`config.mk`:
```
export PLATFORM = sky130hd
export DESIGN_NAME = fifo_wr_arbiter
export DESIGN_NICKNAME = d
export VERILOG_FILES = /design/src/rtl/fifo_wr_arbiter.sv
export SDC_FILE = /design/constraint.sdc
export NUM_CORES = 1
export LEC_CHECK = 0
export ABC_AREA = 1
export ABC_CLOCK_PERIOD_IN_PS = 4220
export BUFFER_PORTS_ARGS = -buffer_cell sky130_fd_sc_hd__buf_2
export CAP_MARGIN = 25
export CORE_MARGIN = 2
export CORE_UTILIZATION = 52
export CTS_BUF_LIST = sky130_fd_sc_hd__clkbuf_4
export CTS_CLUSTER_SIZE = 28
export DETAILED_ROUTE_END_ITERATION = 16
export GPL_ROUTABILITY_DRIVEN = 0
export PLACE_DENSITY = 0.92
export RECOVER_POWER = 50
export SETUP_SLACK_MARGIN = 0.1
export SLEW_MARGIN = 20
export SYNTH_ARGS = -nofsm -noshare
export SYNTH_HDL_FRONTEND = slang
export SYNTH_SLANG_ARGS = --single-unit
```
`constraint.sdc`:
```
create_clock -name wclk -period 4.22 [get_ports wclk]
set_clock_uncertainty 0.2 [all_clocks]
set_input_delay 0.633 -clock wclk [delete_from_list [all_inputs] [get_ports wclk]]
set_output_delay 0.633 -clock wclk [all_outputs]
set_load 0.005 [all_outputs]
```
`src/rtl/fifo_wr_arbiter.sv`:
```
// fifo_wr_arbiter
//   Round-robin arbiter that shares one FIFO write port among NUM_REQ
//   producers. A grant is held for a burst of up to MAX_BURST words, or
//   until the owner flags its last word or drops its request. The arbiter
//   never writes while the FIFO reports full. There is one idle cycle
//   between bursts.
//
// Ports
//   wclk, wrst   write-domain clock; synchronous active-high reset
//   req          per-producer request (word valid)
//   req_data     producer i word in [i*DATA_WIDTH +: DATA_WIDTH]
//   req_last     producer i word is the end of its packet
//   fifo_full    FIFO full flag (registered in the FIFO)
//   gnt          one-hot grant (registered)
//   req_ack      producer i word written this cycle (combinational)
//   fifo_w_en    FIFO write enable (combinational)
//   fifo_data    FIFO write data, which is the owner's slice
//   owner        index of the granted producer (registered)
//   busy         high while a burst is in progress (registered)
module fifo_wr_arbiter #(
    parameter int NUM_REQ    = 4,
    parameter int DATA_WIDTH = 8,
    parameter int MAX_BURST  = 16
) (
    input  logic                            wclk,
    input  logic                            wrst,
    input  logic [NUM_REQ-1:0]              req,
    input  logic [NUM_REQ*DATA_WIDTH-1:0]   req_data,
    input  logic [NUM_REQ-1:0]              req_last,
    input  logic                            fifo_full,
    output logic [NUM_REQ-1:0]              gnt,
    output logic [NUM_REQ-1:0]              req_ack,
    output logic                            fifo_w_en,
    output logic [DATA_WIDTH-1:0]           fifo_data,
    output logic [$clog2(NUM_REQ)-1:0]      owner,
    output logic                            busy
);

    localparam int             OW      = $clog2(NUM_REQ);
    localparam logic [7:0]     CNT_MAX = 8'(MAX_BURST - 1);

    typedef enum logic {IDLE, BURST} state_t;

    state_t               state_q, state_d;
    logic [NUM_REQ-1:0]   gnt_q, gnt_d;
    logic [OW-1:0]        owner_q, owner_d;
    logic [OW-1:0]        last_owner_q, last_owner_d;
    logic                 busy_q, busy_d;
    logic [7:0]           burst_cnt_q, burst_cnt_d;

    logic [OW-1:0]        sel, cand;
    logic                 sel_vld;
    logic                 ack;
    logic                 burst_end;

    // Round-robin pick. The scan runs from farthest to nearest, so the
    // requester closest after last_owner is assigned last and wins.
    always_comb begin
        sel     = '0;
        sel_vld = 1'b0;
        cand    = '0;
        for (int k = NUM_REQ; k >= 1; k--) begin
            cand = OW'((int'(last_owner_q) + k) % NUM_REQ);
            if (req[cand]) begin
                sel     = cand;
                sel_vld = 1'b1;
            end
        end
    end

    // A write happens only in BURST, and only when the owner has a word and
    // the FIFO has room. Reset kills the write in the same cycle.
    assign ack       = (state_q == BURST) && req[owner_q] && !fifo_full && !wrst;
    assign fifo_w_en = ack;
    assign fifo_data = req_data[owner_q*DATA_WIDTH +: DATA_WIDTH];

    always_comb begin
        req_ack = '0;
        for (int i = 0; i < NUM_REQ; i++) begin
            req_ack[i] = ack && (owner_q == OW'(i));
        end
    end

    always_comb begin
        state_d      = state_q;
        gnt_d        = gnt_q;
        owner_d      = owner_q;
        last_owner_d = last_owner_q;
        busy_d       = busy_q;
        burst_cnt_d  = burst_cnt_q;
        burst_end    = 1'b0;
        case (state_q)
            IDLE: begin
                if (sel_vld) begin
                    state_d      = BURST;
                    gnt_d        = '0;
                    gnt_d[sel]   = 1'b1;
                    owner_d      = sel;
                    busy_d       = 1'b1;
                    burst_cnt_d  = '0;
                end
            end
            BURST: begin
                // The last word and the burst limit can coincide. This is
                // still a single end condition, so only one idle cycle follows.
                burst_end = !req[owner_q] ||
                            (ack && (req_last[owner_q] || (burst_cnt_q == CNT_MAX)));
                if (burst_end) begin
                    state_d      = IDLE;
                    gnt_d        = '0;
                    busy_d       = 1'b0;
                    last_owner_d = owner_q;
                    burst_cnt_d  = '0;
                end else if (ack) begin
                    burst_cnt_d  = burst_cnt_q + 8'd1;
                end
            end
            default: state_d = IDLE;
        endcase
    end

    always_ff @(posedge wclk) begin
        if (wrst) begin
            state_q      <= IDLE;
            gnt_q        <= '0;
            owner_q      <= '0;
            last_owner_q <= OW'(NUM_REQ - 1);   // producer 0 wins first
            busy_q       <= 1'b0;
            burst_cnt_q  <= '0;
        end else begin
            state_q      <= state_d;
            gnt_q        <= gnt_d;
            owner_q      <= owner_d;
            last_owner_q <= last_owner_d;
            busy_q       <= busy_d;
            burst_cnt_q  <= burst_cnt_d;
        end
    end

    assign gnt   = gnt_q;
    assign owner = owner_q;
    assign busy  = busy_q;

endmodule

```
# Word-level counts from Yosys, hierarchy flattened
# Cells that the tools add are included.
[totals]
inputBits = 43
mem_bits_rw = 0
rom_bits = 0
latch_bits = 0
n_memories = 0
regBits = 18
[op_classes]
n_mul = 0
magnitude_cmp = 7
n_div = 0
n_reduce_logical = 19
n_mux = 35
bitwise = 1
n_eq_ne = 7
n_shift = 1
add_sub_neg = 5
[op_table]
columns = ["cell", "n"]
rows = [
  ["$shiftx 32x6->8", 1],
  ["$mux 8", 3],
  ["$lt 2x3->1 const B", 6],
  ["$pmux 8 s2", 1],
  ["$mux 1", 15],
  ["$bmux 1 s2", 6],
  ["$logic_and 1x1->1", 9],
  ["$add 8x1->8 const B", 1],
  ["$eq 8x4->1 const B", 1],
  ["$mux 2", 4],
  ["$mux 4", 2],
  ["$pmux 4 s2", 1],
  ["$reduce_and 2->1", 4],
  ["$add 2x1->2 const B", 2],
  ["$add 2x2->2 const B", 2],
  ["$eq 2x2->1 const B", 2],
  ["$pmux 1 s2", 2],
  ["$logic_not 1->1", 3],
  ["$ne 3x1->1 const B", 1],
  ["$demux 1 s2", 1],
  ["$eq 2x1->1 const B", 1],
  ["$ge 2x1->1 const B", 1],
  ["$logic_not 2->1", 1],
  ["$logic_or 1x1->1", 2],
  ["other kinds (3)", 3],
]

# Depth between registers and ports, before layout
# Gate-level depths: netlist of run 1.
[logic_depth]
ltp_word = 13
mapped_depth = 13
mapped_depth_nobuf = 13

# Worst setup path before layout of run 1
# Ideal clock, no wire load.
[synth_timing]
kind = "in2out"
startpoint = "input port wrst"
endpoint = "output port req_ack[0]"
slack_ps = 1971
cell_stages = 6
n_path_buf = 1
t_arrival_ps = 1416
required_ps = 3387
cell_sequence = "buf_2 nor2_1 inv_1 nor2_2 inv_1 nor3_1"
[synth_between]
elab_chain_cells = 3
[synth_lines]
columns = ["item", "line", "text"]
rows = [
  ["from (decl)", "26", "input logic wrst,"],
  ["$logic_not 1->1", "73", "assign ack = (state_q == BURST) && req[owner_q] && !fifo_full && !wrst;"],
  ["$logic_and 1x1->1", "73", ""],
  ["named net fifo_w_en", "33", "output logic fifo_w_en,"],
  ["$logic_and 1x1->1", "80", "req_ack[i] = ack && (owner_q == OW'(i));"],
  ["to (decl)", "32", "output logic [NUM_REQ-1:0] req_ack,"],
]
# The timed path passes the listed nets, and every way through them passes these cells.

# Worst setup path in the final report of run 1
[layout_timing]
startpoint = "register owner_q[0], in the netlist owner[0]"
endpoint = "output port req_ack[2]"
[layout_between]
elab_chain_cells = 6
word_cells_on_any_way = 7
cone_classes = "eq/ne: 1; mux: 2; reduce/logical: 4"
[layout_lines]
columns = ["item", "line", "text"]
rows = [
  ["from (decl)", "46", "logic [OW-1:0] owner_q, owner_d;"],
  ["from (signal assigned)", "133", "owner_q <= owner_d;"],
  ["$bmux 1 s2", "73", ""],
  ["$mux 1 (not written as such)", "73", ""],
  ["$logic_and 1x1->1 (3 in a row)", "73", ""],
  ["$logic_and 1x1->1 (*)", "80", ""],
]
# Every way passes the cells marked *; elsewhere a longest branch is shown, timed or not. The select of a mux whose other input is x is not followed.

==> metrics.yaml, run 1 <==
status: "finished, final reports clean"
yosys-top-cells-area: "nand2_1, dfxtp_1, inv_1"
netlist_instances: 238
antenna_found_initial: 0
setup_tns_ns: 0
tightest_slew_ns: 0.530
yosysTopAreaCell: "nand2_1"
period_minus_slack_ns: 3.00
slew_headroom_pct: 64.5
ctsHtreeMaxLevel: 1
drive_gt1_share_pct: 22.3
synth.avg_cell_area_um2: 5.80
postSynthNetCount: 282
cp_max_fo: 12
finalHoldViolations: 0
io_buffers: 62
slew_violations: 0
vias: 1678
setup.worst_path.end_class: "primary output"
final_util_pct: 67.7
vdd_drop_max_mv: 0.366
cts_root_buf: "clkbuf_4"
crit_chain: "nand2_1 -> inv_1 -> nand2_1 -> nand3_1 -> nand2_1 -> nor2_2 -> inv_1 -> nor3_1 -> buf_2"
diodes: 0
yosys.area.top_type_share_pct: 27.2
critical_path_class: "reg2out"
clk_latency_ns: 0.30
max_cap_violations: 0
cp_data_required_time_ns: 3.39
cp_common_cell: "nand2_1"
drt-initial-drc-count: 67
avgViaCountPerCell: 5.08
die_height_um: 55.5
yosysWarnings: 0
p_leak_nw: 0.972
path_buf_inv: 3
met3_usage_pct: 5.39
dieArea_mm2: 0.00308
final_cell_mix: "nand2_1, buf_2, inv_1"
max_stage_delay_ns: 0.65
cts_hold_buf: 0
core_area_mm2: 0.00250
design.portCount: 63
dr.pass1.iters: 4
rows: 18
route.detailed.drc: 0
nFillCells: 261
wl_um: 3500
postCtsSetupRepairBufs: 0
cts_buffers: 3
finalCritPeriodShare_pct: 71.0
fp.dieW_um: 55.5
route.detailed.wl_per_inst_um: 10.6
ctsLongestPathBuffers: 2
setup-violations-final: 0
worstPathArrival_ns: 2.16
final-seq-area_um2: 360
p_per_area_mw_per_mm2: 405
gr-usage-all-layers_pct: 23.3
dp.final_hpwl_um: 2850
busiest_layer: "met2"
multi_input_area_um2: 842
synth_cell_types: 25
clock-sinks: 18
syn2layout_area_growth_pct: 22.6
fin_nets: 345
path_delay_family: "simple AND/OR/NAND/NOR gates"
rsz0062_at_grt: "no"
cp-start-kind: "flop"
synth_area_mm2: 0.00138
crit_slowest_cell: "dfxtp_1"
initial_core_util_pct: 55.2
ant_nets: 0
hp-class: "reg2reg"
layout_commonest_cell: "nand2_1"
cts_tree: "yes"
grt-ovfl-total: 0
cts.repair.resized: 0
clk_pin_slew_ns: 0.11
grtUsageMet2_pct: 42.9
timing.fmax_ghz: 0.334
grt_use_met1_pct: 27.3
grt_pass1_vias: 1517
synth-seq-cells: 18
grt_max_degree: 14
ys_seq_area_share_pct: 26.1
grt_pass1_wl_um: 6120
logic make-up after synthesis:
logic type,share of synthesized area [%]
simple gates,48.2
buf+inv,11.2
compound gates,13.5
flops,26.1
fa+ha+maj,0.906
sequential cells by signal, summed over array words and instances (netlist names):
name,count
state_q,1
burst_cnt_q,8
busy,1
last_owner_q,2
gnt,4
owner,2
final cells by class:
type                            count  area share [%]
Timing Repair Buffer               62            18.0
Tap cell                           30            2.22
Sequential cell                    18            21.3
Clock buffer                        3            1.33
Multi-Input combinational cell    184            49.8
Inverter                           32            7.10
Clock inverter                      1           0.222
tightest hold or removal path, stage by stage, from the launching register on:
cell and delay [ns]:
dfxtp_1 0.32, nand2_1 0.06, a21oi_1 0.06
routing by layer:
| layer | routed length, µm | part of all wire (%) |
|---|---|---|
| met5 | 0 | 0 |
| met4 | 28 | 0.80 |
| met3 | 253 | 7.2 |
| met2 | 1680 | 48 |
| met1 | 1550 | 44 |
power by group:
group / switching (W) / total, W / leakage (nW) / internal (W)
sequential: 0.0000362 / 0.000232 / 0.147 / 0.000196
combinational: 0.000226 / 0.000364 / 0.809 / 0.000138
clock: 0.0000554 / 0.0000899 / 0.0154 / 0.0000344
synthesized netlist by cell type (all sizes together):
| cell type | n |
|---|---|
| nand4 | 2 |
| nand3 | 20 |
| nand2 | 105 |
| dfxtp | 18 |
| nor3 | 5 |
| o21ai | 5 |
| nor2 | 20 |
| a21oi | 12 |
| buf | 4 |
| inv | 32 |
| nand3b | 1 |
| o21a | 1 |
| a22oi | 12 |
| ha | 1 |
per-stage QoR:
stage | setup slack, ns | hold slack, ns | total power (W) | instance area [µm²] | std cells
final | 1.22 | 0.275 | 0.000686 | 1690 | 330
after global routing | 0.849 | 0.297 | 0.000751 | 1690 | 330
after floorplan | 1.97 | 0.251 | 0.000500 | 1380 | 238
after CTS | 1.32 | 0.275 | 0.000693 | 1720 | 330
after detailed placement | 1.65 | 0.259 | 0.000606 | 1690 | 326
after global placement | 1.69 | 0.254 | 0.000595 | 1690 | 326
worst paths after layout:
| kind | start | endpoint | slack, ns | depth (start not counted) |
|---|---|---|---|---|
| hold reg to reg | gnt[2] | gnt[2] | 0.27 | 2 |
| setup / recovery | owner[0] | req_ack[2] | 1.22 | 9 |
| hold / removal | gnt[2] | gnt[2] | 0.27 | 2 |
| setup reg to reg | owner[0] | burst_cnt_q[3] | 1.64 | 10 |
(Power assumes the default switching activity.)
==> run 2: changes to the inputs <==
--- a/config.mk
+++ b/config.mk
@@ -6,16 +6,16 @@
 export NUM_CORES = 1
 export LEC_CHECK = 0
 export ABC_AREA = 1
-export ABC_CLOCK_PERIOD_IN_PS = 4220
+export ABC_CLOCK_PERIOD_IN_PS = 2750
 export BUFFER_PORTS_ARGS = -buffer_cell sky130_fd_sc_hd__buf_2
 export CAP_MARGIN = 25
 export CORE_MARGIN = 2
-export CORE_UTILIZATION = 52
+export CORE_UTILIZATION = 44
 export CTS_BUF_LIST = sky130_fd_sc_hd__clkbuf_4
 export CTS_CLUSTER_SIZE = 28
 export DETAILED_ROUTE_END_ITERATION = 16
 export GPL_ROUTABILITY_DRIVEN = 0
-export PLACE_DENSITY = 0.92
+export PLACE_DENSITY = 0.84
 export RECOVER_POWER = 50
 export SETUP_SLACK_MARGIN = 0.1
 export SLEW_MARGIN = 20
==> constraint.sdc (replaced) <==
create_clock -name wclk -period 2.75 [get_ports wclk]
set_clock_uncertainty 0.2 [all_clocks]
set_input_delay 0.4125 -clock wclk [delete_from_list [all_inputs] [get_ports wclk]]
set_output_delay 0.4125 -clock wclk [all_outputs]
set_load 0.005 [all_outputs]
==> run 2 against run 1 <==
Via count fell by 0.12%; cell count rose by 4.5%; die area rose by 17%; count of clock-buffer cells in the layout did not move; worst setup slack got worse by 0.93 ns; flip-flop and latch count did not move; critical path type unchanged; highest routed layer unchanged.
==> metrics.yaml, run 2 (same netlist as run 1, synthesis figures left out) <==
max_cap_violations: 0
busiest_layer: "met2"
clock-sinks: 18
fin_nets: 346
grt-ovfl-total: 0
critical_path_class: "reg2out"
ctsHtreeMaxLevel: 1
crit_chain: "buf_4 -> nor2_8 -> nand2_4 -> nand3_2 -> nand2_1 -> nor2_1 -> inv_1 -> nor3_1 -> buf_2"
clk_latency_ns: 0.30
tightest_slew_ns: 0.516
cts_tree: "yes"
die_height_um: 60.0
setup_tns_ns: 0
vias: 1676
grtUsageMet2_pct: 37.6
p_per_area_mw_per_mm2: 615
design.portCount: 63
grt_use_met1_pct: 24.9
final_cell_mix: "nand2_1, buf_2, inv_1"
ctsLongestPathBuffers: 2
crit_slowest_cell: "dfxtp_2"
route.detailed.drc: 0
dp.final_hpwl_um: 3010
fin_ws_ns: 0.292
period_minus_slack_ns: 2.46
met3_usage_pct: 2.81
rsz0062_at_grt: "no"
syn2layout_area_growth_pct: 25.5
worstPathArrival_ns: 1.85
layout_commonest_cell: "nand2_1"
largest-register: "burst_cnt_q"
setup.worst_path.end_class: "primary output"
core_area_mm2: 0.00303
wl_um: 3690
postCtsSetupRepairBufs: 0
status: "finished, final reports clean"
avgViaCountPerCell: 4.86
finalCritPeriodShare_pct: 89.4
drive_gt1_share_pct: 24.6
fp.dieW_um: 60.0
initial_core_util_pct: 45.6
antenna_found_initial: 0
grt_pass1_vias: 1417
cts_root_buf: "clkbuf_4"
setup-violations-final: 0
timing.fmax_ghz: 0.407
cts_hold_buf: 0
io_buffers: 62
dr.pass1.iters: 4
grt_max_degree: 14
gr-usage-all-layers_pct: 20.5
largest_reg_flops: 8
grt_pass1_wl_um: 5780
max_stage_delay_ns: 0.36
route.detailed.wl_per_inst_um: 10.7
clk_pin_slew_ns: 0.11
dp_slack_ns: 0.611
cp_data_required_time_ns: 2.14
final-seq-area_um2: 363
p_leak_nw: 0.993
hold_path_depth: 2
multi_input_area_um2: 852
cts_buffers: 3
ant_nets: 0
slew_violations: 0
drt-initial-drc-count: 73
cp-start-kind: "flop"
slew_headroom_pct: 65.5
hp-class: "in2reg"
cp_max_fo: 9
vdd_drop_max_mv: 0.295
dieArea_mm2: 0.00360
diodes: 0
reg2reg_depth: 10
rows: 20
nFillCells: 312
finalHoldViolations: 0
run 2: cell count changes in the layout (fill, tap and decap cells not counted), moves of 2 or more:
cell	delta
buf_2	+2
dfxtp_1	-2
clkbuf_1	-2
dfxtp_2	+2
run 2: repair_timing:
item / 4_1_cts / 5_1_grt
gates resized for setup: 0 / 2
endpoints found under the setup margin: 0 / 2
hold endpoints to repair: 0 / 0
run 2: path summary, 6_finish.rpt:
| kind | from | to | slack (ns) |
|---|---|---|---|
| setup / recovery | owner[0] | req_ack[0] | 0.29 |
| hold / removal | wrst | busy | 0.18 |
| setup reg to reg | last_owner_q[0] | burst_cnt_q[0] | 0.46 |
| hold reg to reg | gnt[1] | gnt[1] | 0.28 |
run 2: stage by stage:
step	utilization (%)	area [µm²]	instances	total power (W)	hold slack, ns
after global placement	56.7	1720	341	0.000929	0.265
after floorplan	-	1380	238	0.000767	0.251
after detailed placement	56.7	1720	341	0.000938	0.259
after global routing	57.2	1730	345	0.00117	0.196
after CTS	57.6	1740	345	0.00107	0.182
final	57.2	1730	345	0.00107	0.185
run 2: routing by layer:
layer | wire length (µm) | up-vias | part of all wire [%]
met5 | 0 | - | 0
met4 | 44 | 0 | 1.2
met3 | 276 | 5 | 7.5
met2 | 1720 | 64 | 47
met1 | 1640 | 724 | 45
li1 | - | 883 | -
run 2: area by class of cell:
cell class	count	share of cell area (%)
timing repair buffer	63	18.2
tap	44	3.18
inverter	32	6.94
clock inverter	1	0.217
clock buffer	3	1.30
multi-input combinational	184	49.2
sequential	18	21.0
run 2: worst max-delay path, delay by kind of cell, from the launching register on:
kind	cells	cell delay, ns
buffers and inverters	3	0.44
DFF	1	0.36
and+or+nand+nor	6	0.77
run 2: where the power goes:
group,internal (W),switching [W]
clock network,0.0000529,0.0000823
logic,0.000223,0.000359
registers,0.000302,0.0000451
total,0.000578,0.000487
